--- src/rtl/data_wb_if.sv ---
// MEM/WB pipeline signals, register-file write port and decode-stage bypass outputs.
// The master drives the MEM stage and the decode read ports; the slave is the write-back stage.
interface data_wb_if;
    logic        mem_valid;
    logic [63:0] mem_alu;
    logic [63:0] mem_rdata;
    logic [63:0] mem_pc;
    logic [4:0]  mem_Rd;
    logic        mem_RegWrite;
    logic        mem_MemtoReg;
    logic        mem_BLsignal;
    logic        stall;
    logic        flush;
    logic [4:0]  id_Rn;
    logic [4:0]  id_Ab;
    logic [63:0] id_Da;
    logic [63:0] id_Db;
    logic [63:0] Dw;
    logic [4:0]  Aw;
    logic        RegWrite;
    logic [63:0] fwd_Da;
    logic [63:0] fwd_Db;
    logic [1:0]  fwd_a_sel;
    logic [1:0]  fwd_b_sel;
    logic [63:0] retired;

    modport master (
        output mem_valid, mem_alu, mem_rdata, mem_pc, mem_Rd,
               mem_RegWrite, mem_MemtoReg, mem_BLsignal, stall, flush,
               id_Rn, id_Ab, id_Da, id_Db,
        input  Dw, Aw, RegWrite, fwd_Da, fwd_Db, fwd_a_sel, fwd_b_sel, retired
    );

    modport slave (
        input  mem_valid, mem_alu, mem_rdata, mem_pc, mem_Rd,
               mem_RegWrite, mem_MemtoReg, mem_BLsignal, stall, flush,
               id_Rn, id_Ab, id_Da, id_Db,
        output Dw, Aw, RegWrite, fwd_Da, fwd_Db, fwd_a_sel, fwd_b_sel, retired
    );
endinterface

--- src/rtl/data_wb.sv ---
// LEGv8 write-back stage: MEM/WB latch, register-file write port, decode-stage bypass
// and a retired-instruction counter.
module data_wb #(
    parameter logic [4:0] XZR_IDX  = 5'd31,
    parameter logic [4:0] LINK_IDX = 5'd30
) (
    input logic     clk,
    input logic     reset,
    data_wb_if.slave bus
);

    logic        wb_valid;
    logic [63:0] wb_alu;
    logic [63:0] wb_rdata;
    logic [63:0] wb_pc;
    logic [4:0]  wb_rd;
    logic        wb_regwrite;
    logic        wb_memtoreg;
    logic        wb_bl;
    logic        wb_wrote;
    logic [63:0] retired_q;

    logic [4:0]  wb_addr;
    logic [63:0] wb_data;
    logic        wb_cap;
    logic [4:0]  mem_addr;
    logic [63:0] mem_data;
    logic        mem_we;

    always_ff @(posedge clk) begin
        if (reset) begin
            wb_valid    <= 1'b0;
            wb_alu      <= '0;
            wb_rdata    <= '0;
            wb_pc       <= '0;
            wb_rd       <= '0;
            wb_regwrite <= 1'b0;
            wb_memtoreg <= 1'b0;
            wb_bl       <= 1'b0;
            wb_wrote    <= 1'b0;
            retired_q   <= '0;
        end else begin
            if (wb_valid && !wb_wrote)
                retired_q <= retired_q + 64'd1;
            if (bus.flush) begin
                wb_valid    <= 1'b0;
                wb_alu      <= '0;
                wb_rdata    <= '0;
                wb_pc       <= '0;
                wb_rd       <= '0;
                wb_regwrite <= 1'b0;
                wb_memtoreg <= 1'b0;
                wb_bl       <= 1'b0;
                wb_wrote    <= 1'b0;
            end else if (bus.stall) begin
                // held entry has already had its write cycle
                wb_wrote <= 1'b1;
            end else begin
                wb_valid    <= bus.mem_valid;
                wb_alu      <= bus.mem_alu;
                wb_rdata    <= bus.mem_rdata;
                wb_pc       <= bus.mem_pc;
                wb_rd       <= bus.mem_Rd;
                wb_regwrite <= bus.mem_RegWrite;
                wb_memtoreg <= bus.mem_MemtoReg;
                wb_bl       <= bus.mem_BLsignal;
                wb_wrote    <= 1'b0;
            end
        end
    end

    always_comb begin
        wb_addr  = wb_bl ? LINK_IDX : wb_rd;
        wb_data  = wb_bl ? (wb_pc + 64'd4) : (wb_memtoreg ? wb_rdata : wb_alu);
        wb_cap   = wb_valid && (wb_regwrite || wb_bl);
        mem_addr = bus.mem_BLsignal ? LINK_IDX : bus.mem_Rd;
        mem_data = bus.mem_BLsignal ? (bus.mem_pc + 64'd4)
                                    : (bus.mem_MemtoReg ? bus.mem_rdata : bus.mem_alu);
        mem_we   = bus.mem_valid && (bus.mem_RegWrite || bus.mem_BLsignal);
    end

    // Returns {sel, data}; the MEM stage is younger than the WB latch so it wins.
    function automatic logic [65:0] bypass(input logic [4:0] addr, input logic [63:0] raw);
        logic [65:0] r;
        r = {2'd0, raw};
        if (addr == XZR_IDX)
            r = {2'd0, raw};
        else if (mem_we && (mem_addr == addr))
            r = {2'd1, mem_data};
        else if (wb_cap && (wb_addr == addr))
            r = {2'd2, wb_data};
        return r;
    endfunction

    always_comb begin
        bus.Dw       = wb_data;
        bus.Aw       = wb_addr;
        bus.RegWrite = wb_cap && !wb_wrote && (wb_addr != XZR_IDX);
        bus.retired  = retired_q;
        {bus.fwd_a_sel, bus.fwd_Da} = bypass(bus.id_Rn, bus.id_Da);
        {bus.fwd_b_sel, bus.fwd_Db} = bypass(bus.id_Ab, bus.id_Db);
    end

endmodule

--- src/flat_wrapper.sv ---
// flat-port wrapper written by rule: the top's interface ports become plain ports
module data_wb_flat 
#(
    parameter logic [4:0] XZR_IDX  = 5'd31,
    parameter logic [4:0] LINK_IDX = 5'd30
)
  (clk, reset, bus_mem_valid, bus_mem_alu, bus_mem_rdata, bus_mem_pc, bus_mem_Rd, bus_mem_RegWrite, bus_mem_MemtoReg, bus_mem_BLsignal, bus_stall, bus_flush, bus_id_Rn, bus_id_Ab, bus_id_Da, bus_id_Db, bus_Dw, bus_Aw, bus_RegWrite, bus_fwd_Da, bus_fwd_Db, bus_fwd_a_sel, bus_fwd_b_sel, bus_retired);
  data_wb_if bus_i ();
  input logic clk;
  input logic reset;
  input wire logic [$bits(bus_i.mem_valid)-1:0] bus_mem_valid;
  input wire logic [$bits(bus_i.mem_alu)-1:0] bus_mem_alu;
  input wire logic [$bits(bus_i.mem_rdata)-1:0] bus_mem_rdata;
  input wire logic [$bits(bus_i.mem_pc)-1:0] bus_mem_pc;
  input wire logic [$bits(bus_i.mem_Rd)-1:0] bus_mem_Rd;
  input wire logic [$bits(bus_i.mem_RegWrite)-1:0] bus_mem_RegWrite;
  input wire logic [$bits(bus_i.mem_MemtoReg)-1:0] bus_mem_MemtoReg;
  input wire logic [$bits(bus_i.mem_BLsignal)-1:0] bus_mem_BLsignal;
  input wire logic [$bits(bus_i.stall)-1:0] bus_stall;
  input wire logic [$bits(bus_i.flush)-1:0] bus_flush;
  input wire logic [$bits(bus_i.id_Rn)-1:0] bus_id_Rn;
  input wire logic [$bits(bus_i.id_Ab)-1:0] bus_id_Ab;
  input wire logic [$bits(bus_i.id_Da)-1:0] bus_id_Da;
  input wire logic [$bits(bus_i.id_Db)-1:0] bus_id_Db;
  output wire logic [$bits(bus_i.Dw)-1:0] bus_Dw;
  output wire logic [$bits(bus_i.Aw)-1:0] bus_Aw;
  output wire logic [$bits(bus_i.RegWrite)-1:0] bus_RegWrite;
  output wire logic [$bits(bus_i.fwd_Da)-1:0] bus_fwd_Da;
  output wire logic [$bits(bus_i.fwd_Db)-1:0] bus_fwd_Db;
  output wire logic [$bits(bus_i.fwd_a_sel)-1:0] bus_fwd_a_sel;
  output wire logic [$bits(bus_i.fwd_b_sel)-1:0] bus_fwd_b_sel;
  output wire logic [$bits(bus_i.retired)-1:0] bus_retired;
  assign bus_i.mem_valid = bus_mem_valid;
  assign bus_i.mem_alu = bus_mem_alu;
  assign bus_i.mem_rdata = bus_mem_rdata;
  assign bus_i.mem_pc = bus_mem_pc;
  assign bus_i.mem_Rd = bus_mem_Rd;
  assign bus_i.mem_RegWrite = bus_mem_RegWrite;
  assign bus_i.mem_MemtoReg = bus_mem_MemtoReg;
  assign bus_i.mem_BLsignal = bus_mem_BLsignal;
  assign bus_i.stall = bus_stall;
  assign bus_i.flush = bus_flush;
  assign bus_i.id_Rn = bus_id_Rn;
  assign bus_i.id_Ab = bus_id_Ab;
  assign bus_i.id_Da = bus_id_Da;
  assign bus_i.id_Db = bus_id_Db;
  assign bus_Dw = bus_i.Dw;
  assign bus_Aw = bus_i.Aw;
  assign bus_RegWrite = bus_i.RegWrite;
  assign bus_fwd_Da = bus_i.fwd_Da;
  assign bus_fwd_Db = bus_i.fwd_Db;
  assign bus_fwd_a_sel = bus_i.fwd_a_sel;
  assign bus_fwd_b_sel = bus_i.fwd_b_sel;
  assign bus_retired = bus_i.retired;
  data_wb #(.XZR_IDX(XZR_IDX), .LINK_IDX(LINK_IDX)) u_core (.clk(clk), .reset(reset), .bus(bus_i));
endmodule
--- config.mk ---
export PLATFORM = sky130hd
export DESIGN_NAME = data_wb_flat
export DESIGN_NICKNAME = d
export VERILOG_FILES = /design/src/rtl/data_wb_if.sv /design/src/rtl/data_wb.sv /design/src/flat_wrapper.sv
export SDC_FILE = /design/constraint.sdc
export NUM_CORES = 1
export LEC_CHECK = 0
export CAP_MARGIN = 30
export CELL_PAD_IN_SITES_DETAIL_PLACEMENT = 0
export CELL_PAD_IN_SITES_GLOBAL_PLACEMENT = 2
export CORE_MARGIN = 1.5
export CORE_UTILIZATION = 23
export CTS_CLUSTER_DIAMETER = 150
export DETAILED_ROUTE_END_ITERATION = 10
export PLACE_DENSITY = 0.74
export SKIP_LAST_GASP = 1
export SLEW_MARGIN = 5
export SYNTH_ARGS = -nofsm -noshare
export SYNTH_HDL_FRONTEND = slang
export SYNTH_SLANG_ARGS = --single-unit
--- constraint.sdc ---
create_clock -name clk -period 3.4 [get_ports clk]
set_clock_uncertainty 0.15 [all_clocks]
set_input_delay 0.68 -clock clk [delete_from_list [all_inputs] [get_ports clk]]
set_output_delay 0.68 -clock clk [all_outputs]
set_load 0.005 [all_outputs]
# ---- After elaboration in Yosys (flattened, before gate mapping)
# Index checks and enable logic that the tools add are counted.
# W data, S select, Z words.
dict set report word_totals {
  out_inout_bits 266
  inputBits 343
  wordCells 46
  ff_bits 266
}
dict set report classes {
  reduce_logical 13
  mux 13
  eq_ne 7
  addsub 3
}
# operator n
set ops {}
lappend ops {{$mux W66} 6}
lappend ops {{$mux W64} 4}
lappend ops {{$add A64 B3 Y64 const B} 2}
lappend ops {{$add A64 B1 Y64 const B} 1}
lappend ops {{$eq A5 B5 Y1} 4}
lappend ops {{$eq A5 B5 Y1 const B} 2}
lappend ops {{$mux W5} 2}
lappend ops {{$logic_and A1 B1 Y1} 9}
lappend ops {{$ne A5 B5 Y1 const B} 1}
lappend ops {{$logic_or A1 B1 Y1} 2}
lappend ops {{$reduce_or A2 Y1} 1}
lappend ops {{$logic_not A1 Y1} 1}
lappend ops {{$mux W1} 1}

# ---- Longest topological paths before layout
dict set report depth {
  depth_word 6
  depth_mapped 12
  mapped_depth_nobuf 9
}

# ---- Least setup slack after synthesis
# OpenSTA, ideal clock, no wires.
dict set report synth_path {
  path_type {input to output}
  start {input port bus_mem_pc[7]}
  end {output port bus_fwd_Da[53]}
  path_slack_ps -278
  arrival_ps 2848
  stages 8
  n_path_buf 1
  required_time_ps 2570
  cell_sequence {nand4_2 > or4_1 > buf_6 > or4_4 > or3_1 > a31o_1 > a2bb2oi_2 > o21a_1}
}
dict set report synth_via {
  elab_chain_len 4
}
# item line_no
set synth_rtl {}
lappend synth_rtl {{from (decl)} flat_wrapper.sv:14} ;# input wire logic [$bits(bus_i.mem_pc)-1:0] bus_mem_pc;
lappend synth_rtl {{$add A64 B3 Y64} data_wb.sv:77} ;# mem_data = bus.mem_BLsignal ? (bus.mem_pc + 64'd4)
lappend synth_rtl {{$mux W64} data_wb.sv:77}
lappend synth_rtl {{$mux W66} data_wb.sv:88} ;# else if (mem_we && (mem_addr == addr))
lappend synth_rtl {{$mux W66} data_wb.sv:86} ;# if (addr == XZR_IDX)
lappend synth_rtl {{to (decl)} flat_wrapper.sv:28} ;# output wire logic [$bits(bus_i.fwd_Da)-1:0] bus_fwd_Da;
# No other way between the ends.

# ---- Worst setup path in the final report
dict set report layout_path {
  start {input port bus_mem_pc[45]}
  end {output port bus_fwd_Da[52]}
}
# The elaborated chain is that of the path after synthesis.

==> results.py <==
metrics = {
    "run_status": {
        "violations": "setup timing",
        "status": "complete, but fails checks",
    },
    "final_layout": {
        "areaGrowthSynthToFinish_pct": 105,
        "final_area_mm2": 0.0369,
        "layout_commonest_cell": "buf_4",
        "multi_input_area_mm2": 0.0154,
        "nFillCells": 7344,
        "layoutNonFillerInstCount": 4667,
        "nets": 3941,
        "regArea_mm2": 0.00537,
        "drive_gt1_share_pct": 43.2,
        "final_core_util_pct": 47.6,
        "final_cell_mix": "buf_4 (484), nor2_1 (369), clkdlybuf4s50_1 (363), buf_6 (265), mux2i_1 (259)",
    },
    "worst_hold_path": {
        "hold_class": "in -> reg",
    },
    "synth": {
        "synth_warnings": 0,
        "ys_async_sr_fraction_pct": 0,
        "synth_mux_area_share_pct": 14.8,
        "post_synth_and_or_nand_nor_area_fraction_pct": 25.8,
        "mappedNetlistArea_mm2": 0.0180,
        "synth_area_per_cell_um2": 7.70,
        "synth_adder_area_share_pct": 0.209,
        "synth_compound_area_share_pct": 16.8,
        "synth_ff_type": "dfxtp_1",
        "synth_top_family_by_area": "simple AND/OR/NAND/NOR gates",
        "post_synth_num_cell_types": 75,
        "synthCells": 2335,
        "synth_fp_nets": 2681,
        "synth_edf_count": 0,
        "synth-seq-cells": 266,
        "ys_seq_area_share_pct": 29.6,
        "synth_xor_area_share_pct": 8.04,
    },
    "clocking": {
        "cts.htree.levels": 2,
        "cts_buffer_depth": 3,
        "cts_buffers": 36,
        "clk_pin_slew_ns": 0.06,
        "ctsHoldBuffers": 0,
        "cts_tree": "done",
        "clk_latency_ns": 0.56,
        "cts_root_buf": "clkbuf_16",
        "cts_sinks": 266,
    },
    "flow_run": {
        "drv_cap": 0,
    },
    "floorplan": {
        "core_area_mm2": 0.0775,
        "die_area_mm2": 0.0799,
        "io_pins": 609,
        "die_w_um": 283,
        "die_y_um": 283,
        "initial_utilization_pct": 23.2,
        "num_rows": 102,
    },
    "critical_path": {
        "cp.arrival_ns": 3.50,
        "critPathKind": "in -> out",
        "endpoint_kind": "output pin",
        "ff2ff_path_depth": 8,
        "path_max_fanout": 4,
        "crit_slowest_cell": "or4_4",
        "crit_chain": "clkdlybuf4s50_1 > and4_1 > nand3_4 > or4_4 > or3_4 > a31o_2 > buf_6 > a2bb2oi_2 > o21a_1 > buf_2",
        "critPathLaunch": "bus_mem_pc[45]",
        "r2r-start": "u_core.bus.retired[8]",
        "worst_ep_required_time_ns": 2.57,
        "critical-path-max-stage-delay_ns": 0.59,
        "crit_path_end": "bus_fwd_Da[52]",
        "r2r-end": "u_core.bus.retired[63]",
        "critPathLaunchType": "input port",
        "r2r_slack_ns": 0.46,
    },
    "sta": {
        "setup_slack_ns": -0.926,
        "finalSetupViolCount": 186,
        "rsz0062_at_grt": "true",
        "hold_viol": 0,
        "fin_hold_ws_ns": 0.331,
        "fin_tns_setup_ns": -101.00,
        "fin_crit_sh_pct": 127,
        "max_freq_mhz": 231,
        "period_needed_ns": 4.33,
        "slew_violations": 0,
        "slew_headroom_pct": 38.9,
        "worst_pin_slew_ns": 0.917,
    },
    "place": {
        "placed_area_mm2": 0.0292,
        "place_congestion": 0.954,
        "port_buffers": 608,
        "hpwl_um": 89200,
        "dp_slack_ns": -1.80,
        "dp_cells": 4348,
    },
    "power_and_ir_drop": {
        "power_mw": 9.73,
        "vdd.ir_drop.worst_mv": 0.272,
        "power.leakage_nw": 15.6,
        "p_per_area_mw_per_mm2": 264,
    },
    "grt": {
        "first_global_vias": 23500,
        "grt_pass1_wl_um": 166000,
        "grt_max_degree": 125,
        "antenna_found_initial": 28,
        "grt-ovfl-total": 0,
        "grt.total_usage_pct": 28.8,
    },
    "routing": {
        "vias": 24200,
        "viasPerCell": 5.18,
        "drtAntennaViolNets": 0,
        "drtIter0Drc": 1631,
        "drc": 0,
        "avgRoutedWirePerCell_um": 26.0,
        "dr.pass1.iters": 5,
        "wl_um": 121000,
    },
}
-- layer usage --
layer  global-route usage [%]  routed length, um  up-vias
li1                         -                  -    10900
met1                     38.9              53300    12000
met2                     45.6              54600     1012
met3                     6.15               9200      226
met4                     9.27               4180       30
met5                        0                198        -
-- critical path, delay by kind of cell --
family | cells | cell delay (ns)
buf+inv | 3 | 0.79
simple gates | 4 | 1.48
compound gates | 3 | 0.54
-- power by group --
group | switching (mW) | internal (mW)
sequential | 0.0530 | 3.20
clock | 1.56 | 2.34
combinational | 1.26 | 1.33
total | 2.87 | 6.87
-- worst min-delay path by stage --
stage                      start  slack [ns]           endpoint  depth (start not counted)
6_report          bus_mem_pc[18]        0.33   u_core.wb_pc[18]                          4
5_1_grt           bus_mem_pc[18]        0.33   u_core.wb_pc[18]                          4
4_1_cts           bus_mem_pc[18]        0.31   u_core.wb_pc[18]                          4
3_5_place_dp   u_core.wb_alu[52]        0.32  u_core.wb_alu[52]                          2
3_3_place_gp   u_core.wb_alu[19]        0.32  u_core.wb_alu[19]                          2
2_1_floorplan  u_core.wb_alu[13]        0.31  u_core.wb_alu[13]                          2
-- area by class of cell --
class / instances / share of cell area [%]
well taps: 1040 / 3.53
clock inverters: 13 / 0.472
diodes: 8 / 0.0543
multi-input cells: 1847 / 41.7
repair buffers: 1391 / 36.3
clock buffers: 49 / 2.77
inverters: 53 / 0.641
flip-flops and latches: 266 / 14.6
-- flip-flops by register name, indices dropped and copies added (netlist names) --
name                flops
u_core.bus.retired     64
u_core.wb_alu          64
u_core.wb_pc           64
u_core.wb_rdata        64
u_core.wb_rd            5
u_core.wb_bl            1
u_core.wb_memtoreg      1
u_core.wb_regwrite      1
u_core.wb_valid         1
u_core.wb_wrote         1
-- timing repair --
item	CTS	global route
pin swaps	234	232
setup buffers	199	123
gates resized for setup	1457	501
gates cloned	17	2
setup endpoints to repair	194	190
-- kinds of logic after synthesis --
kind of cell | after synthesis
adder cells (fa/ha/maj) | 3
buffers and inverters | 222
multiplexers | 266
AND/OR/NAND/NOR | 947
XOR/XNOR | 165
flip-flops | 266
AO/OA/AOI/OAI | 466
-- synthesized netlist by cell type, types with 4 or more instances --
master	n	area, um^2
buf_2	11	55.1
o21a_1	12	90.1
inv_1	51	191
clkbuf_1	131	492
nor2b_1	85	532
nand3_1	81	405
a221oi_1	6	52.6
a21oi_1	146	731
or3_1	27	169
nand2b_1	5	31.3
nand4_1	65	407
a2bb2oi_1	9	78.8
a211oi_1	86	646
o21ai_0	67	335
nor2_1	398	1490
mux2i_1	263	2630
a31oi_1	7	43.8
and2_1	8	50.1
and4_1	23	201
o22a_1	4	35.0
a31o_2	5	43.8
nor3_1	33	165
xnor2_1	77	674
o221a_2	12	135
and3_1	33	206
or4_1	10	75.1
o22ai_1	64	400
nor4_1	30	188
o31ai_1	6	45.0
a22oi_1	5	37.5
a221o_1	9	90.1
xor2_1	88	771
buf_1	26	97.6
or2_2	7	43.8
nand2_1	119	447
dfxtp_1	266	5330
No activity file was read; power rests on OpenSTA's default activity.
==> patch: new RTL, config.mk and constraints unchanged <==
Make the reset (`reset`) asynchronous in one clocked block.
--- a/src/rtl/data_wb.sv
+++ b/src/rtl/data_wb.sv
@@ -28,5 +28,5 @@
     logic        mem_we;
 
-    always_ff @(posedge clk) begin
+    always_ff @(posedge clk or posedge reset) begin
         if (reset) begin
             wb_valid    <= 1'b0;
Behaviour: not the same (Yosys sat finds a counterexample within 4 cycles, from zero or initial values and one cycle with reset high; the reset may be asserted at any time).
==> patch against the unedited design <==
Power rose by 10%; routed wire length decreased by 2.2%; worst setup slack better by 0.14 ns; final area increased by 1.2%; area after synthesis up 5.6%; via count decreased by 1.4%; the flow still finishes with violations (setup timing); critical path depth stayed put; count of clock-buffer cells in the layout increased by 1; sequential cell count did not move; highest routed layer unchanged.
==> patch: results (changes against the unedited design) <==
Power and ir drop
  – Switching Fraction: 30.78% (+1.3 points)
  – Clk power: 3.86 mW (-1%)
  – Power drawn by the combinational cells: 3.41 mW (+32%)
  – Leak Pwr: 17.03 nW (+9.3%)
  – Max VDD drop: 0.0005351 V (+97%)

STA
  – Fin Hold WS: 0.3373 ns (+0.005876 ns)
  – Worst setup margin: -0.7901 ns (+0.1361 ns)
  – Actual slew at the worst max-slew pin: 0.8067 ns (-0.1101 ns)
  – Total negative slack: -78.97 ns (+22.02 ns)
  – Endpoints failing setup: 179 (-3.8%)

Status
  – Failing checks: setup timing
  – Status: complete, but fails checks

Detailed routing
  – DRT Wirelength: 118800 µm (-2.2%)
  – Vias per cell: 5.112 (-1.3%)
  – Wire per inst: 25.47 µm (-2.1%)

Logic synthesis
  – Synthesized instance count: 2238 (-4.2%)
  – Top post-synthesis cells by count: 351 x nor2_1, 267 x mux2i_1, 266 x dfrtp_1, 129 x nand2_1, 122 x a21oi_1
  – Synth Area in Compound Gates: 15.42% (-1.4 points)
  – Syn Nets: 2584 (-3.6%)
  – Seq/Total Area, Yosys: 35.05% (+5.4 points)
  – Top cells by area, synth: dfrtp_1 35%, mux2i_1 14%, nor2_1 6.9%
  – Post-Synth Adder-Cell Area: 0.1977% (-0.011 points)
  – Synth unique cells: 66 (-12%)
  – Synth Area in XOR/XNOR: 7.794% (-0.24 points)
  – Asr flop ratio synth: 100.0% (+100 points)
  – Post-synthesis mux area share: 14.37% (-0.46 points)

Worst setup path
  – Critical path's largest stage delay: 0.65 ns (+0.06 ns)
  – R2r endpoint: u_core.bus.retired[38]$_DFFE_PP0P_
  – Worst Reg2Reg Path Length in Cells: 9 (+1)
  – RR Startpoint: u_core.wb_valid$_DFFE_PP0N_
  – Register-to-Register Setup Slack: 0.33 ns (-0.13 ns)

Final layout
  – Layout cells sized above 1: 43.10% (-0.065 points)
  – Final nets: 3907 (-0.86%)

Place
  – Placed cells: 4333 (-0.34%)
  – Pre-CTS setup slack: -1.539 ns (+0.2599 ns)
  – Area post-placement: 30630 µm² (+4.8%)
  – GPL Wtd Cong: 0.9775 (+2.5%)
  – DP HPWL: 87850 µm (-1.5%)

Worst hold path
  – Type of the most critical hold path: reg -> reg

Global routing
  – Largest net degree at the start of global routing: 101 (-19%)
  – Initial antenna violation count: 32 (+14%)
  – First-pass GRT wire length: 164000 µm (-1.5%)
  – Vias in the first global route: 23670 (+0.71%)

CTS
  – Setup Buffers After CTS: 174 (-13%)
  – Post-CTS Resized: 1230 (-16%)
[patch: cell count changes after synthesis, sizes merged, moves of 14 or more]
cell   delta
dfrtp   +266
xor2     -40
xnor2    +44
nand3    -17
nor2     -47
dfxtp   -266
or3      -14
a21oi    -27
a221o    +15
[patch: worst max-delay path by stage]
| stage | start | end | slack [ns] | cells past startpoint |
|---|---|---|---|---|
| 2_1_floorplan | reset | u_core.bus.retired[0]$_DFFE_PP0P_ | -0.94 | 1 |
| 3_3_place_gp | bus_mem_pc[40] | bus_fwd_Da[47] | -1.57 | 10 |
| 3_5_place_dp | bus_mem_pc[40] | bus_fwd_Da[47] | -1.54 | 10 |
| 4_1_cts | bus_mem_pc[40] | bus_fwd_Db[55] | -0.78 | 10 |
| 5_1_grt | bus_mem_pc[42] | bus_fwd_Db[55] | -0.80 | 10 |
| 6_report | bus_mem_pc[42] | bus_fwd_Db[55] | -0.79 | 10 |
[patch: cells by family after synthesis]
kind of cell,count (synthesis)
and+or+nand+nor,868
AOI/OAI and AO/OA,444
muxes,272
DFF,266
buffers and inverters,216
xor gates and xnor gates,169
adders and majority gates,3
[patch: area by class of cell]
| type | count | area [µm²] |
|---|---|---|
| Fill cell | 7817 | 44540 |
| Multi-Input combinational cell | 1757 | 14330 |
| Timing Repair Buffer | 1455 | 13580 |
| Sequential cell | 266 | 6664 |
| Tap cell | 1070 | 1339 |
| Clock buffer | 50 | 1013 |
| Inverter | 45 | 185.2 |
| Clock inverter | 12 | 173.9 |
| Antenna cell | 9 | 22.52 |
[patch: metal layers]
layer	routed length, µm	track usage (%)	vias up
met1	49680	33.77	11810
li1	-	-	10690
met2	53480	41.14	1073
met4	4011	9.076	40
met5	248	0	-
met3	11370	8.894	230
